## src/rtl/fft_pkg.sv

```systemverilog
// fft_pkg: shared widths, FSM encoding and saturation helper for the FFT datapath
package fft_pkg;
  localparam int DW = 17;
  localparam int TW = 8;
  localparam logic [DW-1:0] SAT_MAX = 17'h0FFFF;
  localparam logic [DW-1:0] SAT_MIN = 17'h10000;
  typedef enum logic [1:0] {IDLE, ISSUE, WAIT, DONE} state_t;
  // An 18-bit value fits in 17 bits exactly when its top two bits agree
  function automatic logic [DW-1:0] sat18(input logic [DW:0] v);
    return (v[DW] == v[DW-1]) ? v[DW-1:0] : (v[DW] ? SAT_MIN : SAT_MAX);
  endfunction
endpackage

```

## src/rtl/cmul_tag_pipe.sv

```systemverilog
// cmul_tag_pipe: LAT-deep {valid, k} shift register tracking products in flight
module cmul_tag_pipe #(
  parameter int LAT = 4
) (
  input  logic       clk,
  input  logic       rst_n,
  input  logic       in_v,
  input  logic [1:0] in_k,
  output logic       out_v,
  output logic [1:0] out_k
);
  logic [LAT-1:0]      v;
  logic [LAT-1:0][1:0] k;
  always_ff @(posedge clk or negedge rst_n) begin
    if (!rst_n) begin
      v <= '0;
      k <= '0;
    end else begin
      v <= {v[LAT-2:0], in_v};
      k <= {k[LAT-2:0], in_k};
    end
  end
  assign out_v = v[LAT-1];
  assign out_k = k[LAT-1];
endmodule

```

## src/rtl/cmul_sched.sv

```systemverilog
// cmul_sched: complex twiddle multiply over one shared pipelined real multiplier
module cmul_sched
  import fft_pkg::*;
#(
  parameter int MUL_LAT = 4
) (
  input  logic          clk,
  input  logic          rst_n,
  input  logic          in_valid,
  output logic          in_ready,
  input  logic [DW-1:0] in_xr,
  input  logic [DW-1:0] in_xi,
  input  logic [TW-1:0] in_wr,
  input  logic [TW-1:0] in_wi,
  input  logic          in_conj,
  output logic [DW-1:0] mul_a,
  output logic [TW-1:0] mul_b,
  input  logic [DW-1:0] mul_p,
  output logic          out_valid,
  input  logic          out_ready,
  output logic [DW-1:0] out_re,
  output logic [DW-1:0] out_im,
  output logic          busy
);
  state_t state, nxt;
  logic [1:0] cnt, hk;
  logic hv, conj, fin;
  logic [DW-1:0] xr, xi;
  logic [TW-1:0] wr, wi;
  logic signed [DW:0] acc_re, acc_im, p, re_nxt, im_nxt;

  always_ff @(posedge clk or negedge rst_n) begin
    if (!rst_n) state <= IDLE;
    else state <= nxt;
  end

  always_comb begin
    nxt = state;
    case (state)
      IDLE:    if (in_valid) nxt = ISSUE;
      ISSUE:   if (cnt == 2'd3) nxt = WAIT;
      WAIT:    if (fin) nxt = DONE;
      DONE:    if (out_ready) nxt = IDLE;
      default: nxt = IDLE;
    endcase
  end

  // Issue order k0..k3: xr*wr, xi*wi, xr*wi, xi*wr
  always_comb begin
    in_ready  = rst_n && state == IDLE;
    out_valid = state == DONE;
    busy      = state != IDLE;
    mul_a     = state == ISSUE ? (cnt[0] ? xi : xr) : '0;
    mul_b     = state == ISSUE ? ((cnt[0] ^ cnt[1]) ? wi : wr) : '0;
  end

  cmul_tag_pipe #(.LAT(MUL_LAT)) u_tags (
    .clk   (clk),
    .rst_n (rst_n),
    .in_v  (state == ISSUE),
    .in_k  (cnt),
    .out_v (hv),
    .out_k (hk)
  );

  // k0/k1 feed the real part, k2/k3 the imaginary part; conj flips which term subtracts
  always_comb begin
    p      = {mul_p[DW-1], mul_p};
    re_nxt = acc_re + ((hv && !hk[1]) ? ((hk[0] && !conj) ? -p : p) : '0);
    im_nxt = acc_im + ((hv && hk[1]) ? ((!hk[0] && conj) ? -p : p) : '0);
    fin    = hv && hk == 2'd3 && state == WAIT;
  end

  always_ff @(posedge clk or negedge rst_n) begin
    if (!rst_n) begin
      {xr, xi, wr, wi, conj} <= '0;
      {acc_re, acc_im}       <= '0;
      {out_re, out_im}       <= '0;
      cnt                    <= '0;
    end else begin
      if (in_valid && in_ready) begin
        {xr, xi, wr, wi, conj} <= {in_xr, in_xi, in_wr, in_wi, in_conj};
        {acc_re, acc_im}       <= '0;
      end else begin
        acc_re <= re_nxt;
        acc_im <= im_nxt;
      end
      cnt <= state == ISSUE ? cnt + 2'd1 : '0;
      if (fin) begin
        out_re <= sat18(re_nxt);
        out_im <= sat18(im_nxt);
      end
    end
  end
endmodule

```

## config.mk

```make
export PLATFORM = sky130hd
export DESIGN_NAME = cmul_sched
export DESIGN_NICKNAME = d
export VERILOG_FILES = /design/src/rtl/fft_pkg.sv /design/src/rtl/cmul_tag_pipe.sv /design/src/rtl/cmul_sched.sv
export SDC_FILE = /design/constraint.sdc
export NUM_CORES = 1
export LEC_CHECK = 0
export CAP_MARGIN = 40
export CORE_MARGIN = 5
export CORE_UTILIZATION = 50
export DETAILED_ROUTE_END_ITERATION = 8
export PLACE_DENSITY = 0.76
export REMOVE_ABC_BUFFERS = 1
export SKIP_LAST_GASP = 1
export SYNTH_ARGS = -nofsm -noshare
export SYNTH_HDL_FRONTEND = slang
export SYNTH_SLANG_ARGS = --single-unit
```

## constraint.sdc

```tcl
create_clock -name clk -period 6.7 [get_ports clk]
set_input_delay 0.67 -clock clk [delete_from_list [all_inputs] [get_ports clk]]
set_output_delay 0.67 -clock clk [all_outputs]
set_load 0.01 [all_outputs]
```

; Word level (Yosys, flattened, before mapping)
; Index checks and enable logic that the tools add are counted.
[word_totals]
reg_bits = 137
latchBits = 0
ramBits = 0
romBits = 0
input_bits = 72
n_memories = 0
[classes]
add_sub_neg = 4
multipliers = 0
n_div = 0
magnitude_cmp = 0
eq_ne = 11
shifts = 0
muxes = 20
n_bitwise = 1
n_reduce_logical = 14
[op_table]
columns = operator, count
row1 = 18-bit two-way mux, 6
row2 = 17-bit two-way mux, 6
row3 = 18-bit adder, 2
row4 = 18-bit negation, 1
row5 = 8-bit two-way mux, 2
row6 = 2-bit two-way mux, 5
row7 = "2-bit == test, second input constant", 4
row8 = 1-bit logical AND, 8
row9 = 2-bit case mux with 4 select lines, 1
row10 = "2-bit != test, second input constant", 3
row11 = 4-bit AND reduction, 1
row12 = 1-bit zero test, 3
row13 = "2-bit by 1-bit adder with 2-bit output, second input constant", 1
row14 = 1-bit == test, 2
row15 = "2-bit by 1-bit == test with 1-bit output, second input constant", 1
row16 = 2-bit zero test, 1
row17 = "2-bit by 1-bit != test with 1-bit output, second input constant", 1
row18 = 2-bit nonzero test, 1
row19 = 1-bit bitwise XOR, 1

; Longest topological paths before layout
[depth]
depth_word = 7
ltp_mapped = 23

; Modules after synthesis
; Synthesis repeated with hierarchy kept, for this count alone.
[hier_totals]
hier_cells = 915
area_unflattened_um2 = 7880.1
[modules_own_cells]
columns = mod, instances, cells_each, area_each_um2
row1 = cmul_sched, 1, 901, 7564.8
row2 = cmul_tag_pipe, 1, 14, 315.3

; Worst setup path after synthesis
; OpenSTA, ideal clock, no wires.
[synth_path]
path_type = input to register
start = input mul_p[0]
end = register out_im[10]
arrival_ps = 4411
required_time_ps = 6579
path_slack_ps = 2167
cell_stages = 21
n_path_buf = 3
path_cell_list = inv_1 -> ha_1 -> nand2_1 -> nor3b_1 -> and2_2 -> clkbuf_1 -> a21oi_1 -> xnor2_1 -> nor2_1 -> ha_1 -> clkbuf_1 -> nor2b_1 -> o21a_1 -> a311o_1 -> xor2_1 -> ha_1 -> inv_1 -> a211oi_1 -> or2_1 -> buf_4 -> o22a_1
[synth_between]
elab_chain_cells = 6
word_cells_on_any_way = 7
cone_classes = add/sub: 2 / eq/ne: 1 / mux: 4
[synth_rtl]
columns = item, line
row1 = start: declaration, cmul_sched.sv:18  ; input logic [DW-1:0] mul_p,
row2 = 18-bit negation, cmul_sched.sv:70  ; im_nxt = acc_im + ((hv && hk[1]) ? ((!hk[0] && conj) ? -p : p) : '0);
row3 = 18-bit two-way mux * (2 in series), cmul_sched.sv:70
row4 = 18-bit adder *, cmul_sched.sv:70
row5 = 17-bit two-way mux / 1-bit == test (equally long branches), fft_pkg.sv:10  ; return (v[DW] == v[DW-1]) ? v[DW-1:0] : (v[DW] ? SAT_MIN : SAT_MAX);
row6 = 17-bit two-way mux *, fft_pkg.sv:10
row7 = end signal: assignment, cmul_sched.sv:91  ; out_im <= sat18(im_nxt);
row8 = end: declaration, cmul_sched.sv:22  ; output logic [DW-1:0] out_im,
; Every way passes the cells marked *; elsewhere a longest branch is shown, timed or not.
; A chain may end at the register's enable or synchronous reset.

; Worst setup path in the final report
[layout_path]
start = input mul_p[1]
end = register out_im[3]
; The elaborated chain is that of the path after synthesis.

==> impl_results.md <==
* Clock Pin Slew Worst Setup and Hold Paths at 0.06 ns
* Yosys reg bits at 137
* DR DRC count at 0
* Cells after DPL at 1,205
* Setup_tns at 0 ns
* Die Ht at 136.3 um
* Most frequent cells in the layout: 186 x nand2_1, 137 x dfrtp_1, 132 x clkdlybuf4s50_1, 80 x nor2_1, 55 x a21oi_1
* Leak at 4.470 nW
* EDFF count, synth at 0
* Routed WL at 19,580 um
* Largest net degree at the start of global routing at 78
* Row count at 46
* Status: finished, final reports clean
* Area Growth Syn to Fin at 26.07%
* Measured slew at the worst slew-check pin at 0.7833 ns
* Total Routing Usage GR at 0.2191
* Gpl congestion at 0.9079
* Final antenna-violating net count at 0
* Pre-antenna DRT Iters at 5
* Num CTS Buffers at 17
* Syn. warnings at 0
* # fillers at 1,375
* Die Span X at 136.3 um
* Layout net count at around 1,100
* Clk_skew at 0.009591 ns
* Starting DRT DRC Count at between 300 and 400
* Post-route insts no fill at 1,237
* Ports at 134
* Starting density of the core at 0.5056
* Post-Synthesis Cells at 893
* Worst hold slack at 0.2730 ns
* Shortest period the worst path allows at 5.489 ns
* Postcts setup bufs at 0
* IR drop worst, VDD at 0.0001735 V
* Worst path arrival time at roughly 5.9 ns
* # setup viols final at 0
* Initial antenna violation count at 2
* CTS resizes at 0
* Ys async rst share at 1.000
* CP Launch Type: primary input
* Placeable Area at 15,770 um2
* H-tree depth at 4
* Maxcap violations at 0
* Ys flop type: dfrtp_1
* Global route total overflow at 0
* Critical path data required time at 7.06 ns
* Cell Pwr Density at 186.7 nW/um2
* PortBufs at 133
* Crit path max fanout at 16
* Core Util, Final at 0.6373
* Vias in the first global route at 6,768
* Global-route wire length before repair at 32,400 um
* Reg area at 3428 um2
* Final hold violations at 0
* Yosys cell types at 70
* WS Path Type: primary input to flip-flop
* Dpl hpwl at 13,630 um
* Max Transition Viols Final at 0
* RSZ-0062 raised after global routing: false
* Area of the multi-input gates at 4300 um2
* Via count at 6,726
* Synthesized area per cell at 8.928 um2
* Clk sinks at roughly 140
* Max Clk Rate at 182.2 MHz
* Clock latency on the worst-skew pair at 0.43 ns
* Drt via density at 5.437
* Slew margin rel. at 0.4778
* Commonest non-fill, non-tap cell in the layout: nand2_1
* Post-DR wirelength/cell at 15.83 um
* Share of layout cells above drive strength 1 at 0.06562
* CTS Buffer Depth at 2
* Die footprint at 18,570 um2
* Final worst path period share at 0.8193
* Hold Buf Count CTS at 0
* Clk root buf: clkbuf_16
* CP Capture Type: flip-flop
* FF-to-FF path depth at 17
* Min-delay worst type: primary input to async pin
* CTS tree: done
* Post-Syn Area at 7973 um2
* N_diodes at 0
* Sequential share of the synthesized area at 0.4300
[layer usage]
| layer | wire length, um | vias up | GRT usage | part of all wire |
|---|---|---|---|---|
| li1 | - | 3294 | - | - |
| met3 | 1617 | 25 | 0.08142 | 0.083 |
| met5 | 25 | - | 0 | 0.0013 |
| met2 | 9067 | 191 | 0.3525 | 0.46 |
| met1 | 8580 | 3212 | 0.2770 | 0.44 |
| met4 | 286 | 4 | 0.06383 | 0.015 |
[report_power, final]
part | total [mW] | leakage (nW) | switching [mW] | internal, mW
Sequential | 0.846 | 1.77 | 0.00511 | 0.841
Combinational | 0.143 | 2.43 | 0.0736 | 0.0695
Clock | 0.888 | 0.269 | 0.399 | 0.489
[metrics by stage]
stage	area [um2]	power (mW)	setup WS, ns
final	10050	1.877	1.211
after floorplan	7790	0.9171	2.063
after global placement	9437	1.002	1.069
after CTS	10050	1.894	1.244
after detailed placement	9494	1.004	0.8342
after global routing	10050	1.947	0.6830
[synthesized netlist by cell type (5+ instances only)]
master,n,area [um2]
clkbuf_1,40,150.1
xnor2_1,17,148.9
nor2_1,81,304.0
nor2b_1,33,206.5
and2_1,9,56.30
xor2_1,31,271.5
o22a_1,11,96.34
o21a_1,8,60.06
dfrtp_1,137,3428
o22a_2,7,70.07
a211oi_1,6,45.04
o21bai_1,5,37.54
a31oi_1,7,43.79
nand2b_1,10,62.56
and3_1,5,31.28
inv_1,18,67.56
or3_1,12,75.07
nor4_1,5,31.28
nand4_1,5,31.28
o31ai_1,9,67.56
mux2i_1,27,270.3
nand2_1,187,701.9
a21oi_1,55,275.3
o21ai_0,51,255.2
ha_1,43,538.0
a21o_1,7,52.55
[worst max-delay path, stage by stage]
cell and delay (ns):
clkdlybuf4s50_1 0.51, inv_1 0.09, ha_1 0.21, nand2_1 0.12, nor3b_1 0.47, nor3b_1 0.38, or3_2 0.18, a21oi_1 0.06
ha_1 0.39, nand4_1 0.17, nor3_2 0.28, o211ai_1 0.16, nand2_1 0.10, xor2_1 0.25, inv_1 0.07, ha_1 0.52
inv_1 0.22, a211oi_1 0.37, or2_1 0.39, o22a_1 0.20
[area by class of cell]
| cell class | instances | share of cell area |
|---|---|---|
| clock buffer | 18 | 0.04270 |
| multi-input combinational | 693 | 0.4279 |
| tap | 216 | 0.02689 |
| sequential | 137 | 0.3411 |
| inverter | 18 | 0.006722 |
| timing repair buffer | 141 | 0.1420 |
| clock inverter | 14 | 0.01270 |
[state kept, by name (all words and copies together) (netlist names)]
register	cells
acc_im	18
acc_re	18
cnt	2
conj	1
out_im	17
out_re	17
state	2
u_tags.k	6
u_tags.out_k	2
u_tags.v	4
wi	8
wr	8
xi	17
xr	17
[cells by family after synthesis]
family,synth area share
simple gates,0.2222
compound gates,0.1552
flops,0.4300
buf+inv,0.03139
xor+xnor,0.05477
fa+ha+maj,0.07251
mux,0.03390
[path summary, 6_finish.rpt]
check	start	endpoint	slack, ns
setup / recovery	mul_p[1]	out_im[3]	1.21
hold / removal	rst_n	out_im[11]	0.27
setup reg to reg	u_tags.out_k[0]	out_im[3]	1.79
hold reg to reg	u_tags.k[2]	u_tags.k[4]	0.34
max in group asynchronous	rst_n	state[1]	5.13
min in group clk	u_tags.k[2]	u_tags.k[4]	0.34
No activity file was read; power rests on OpenSTA's default activity.
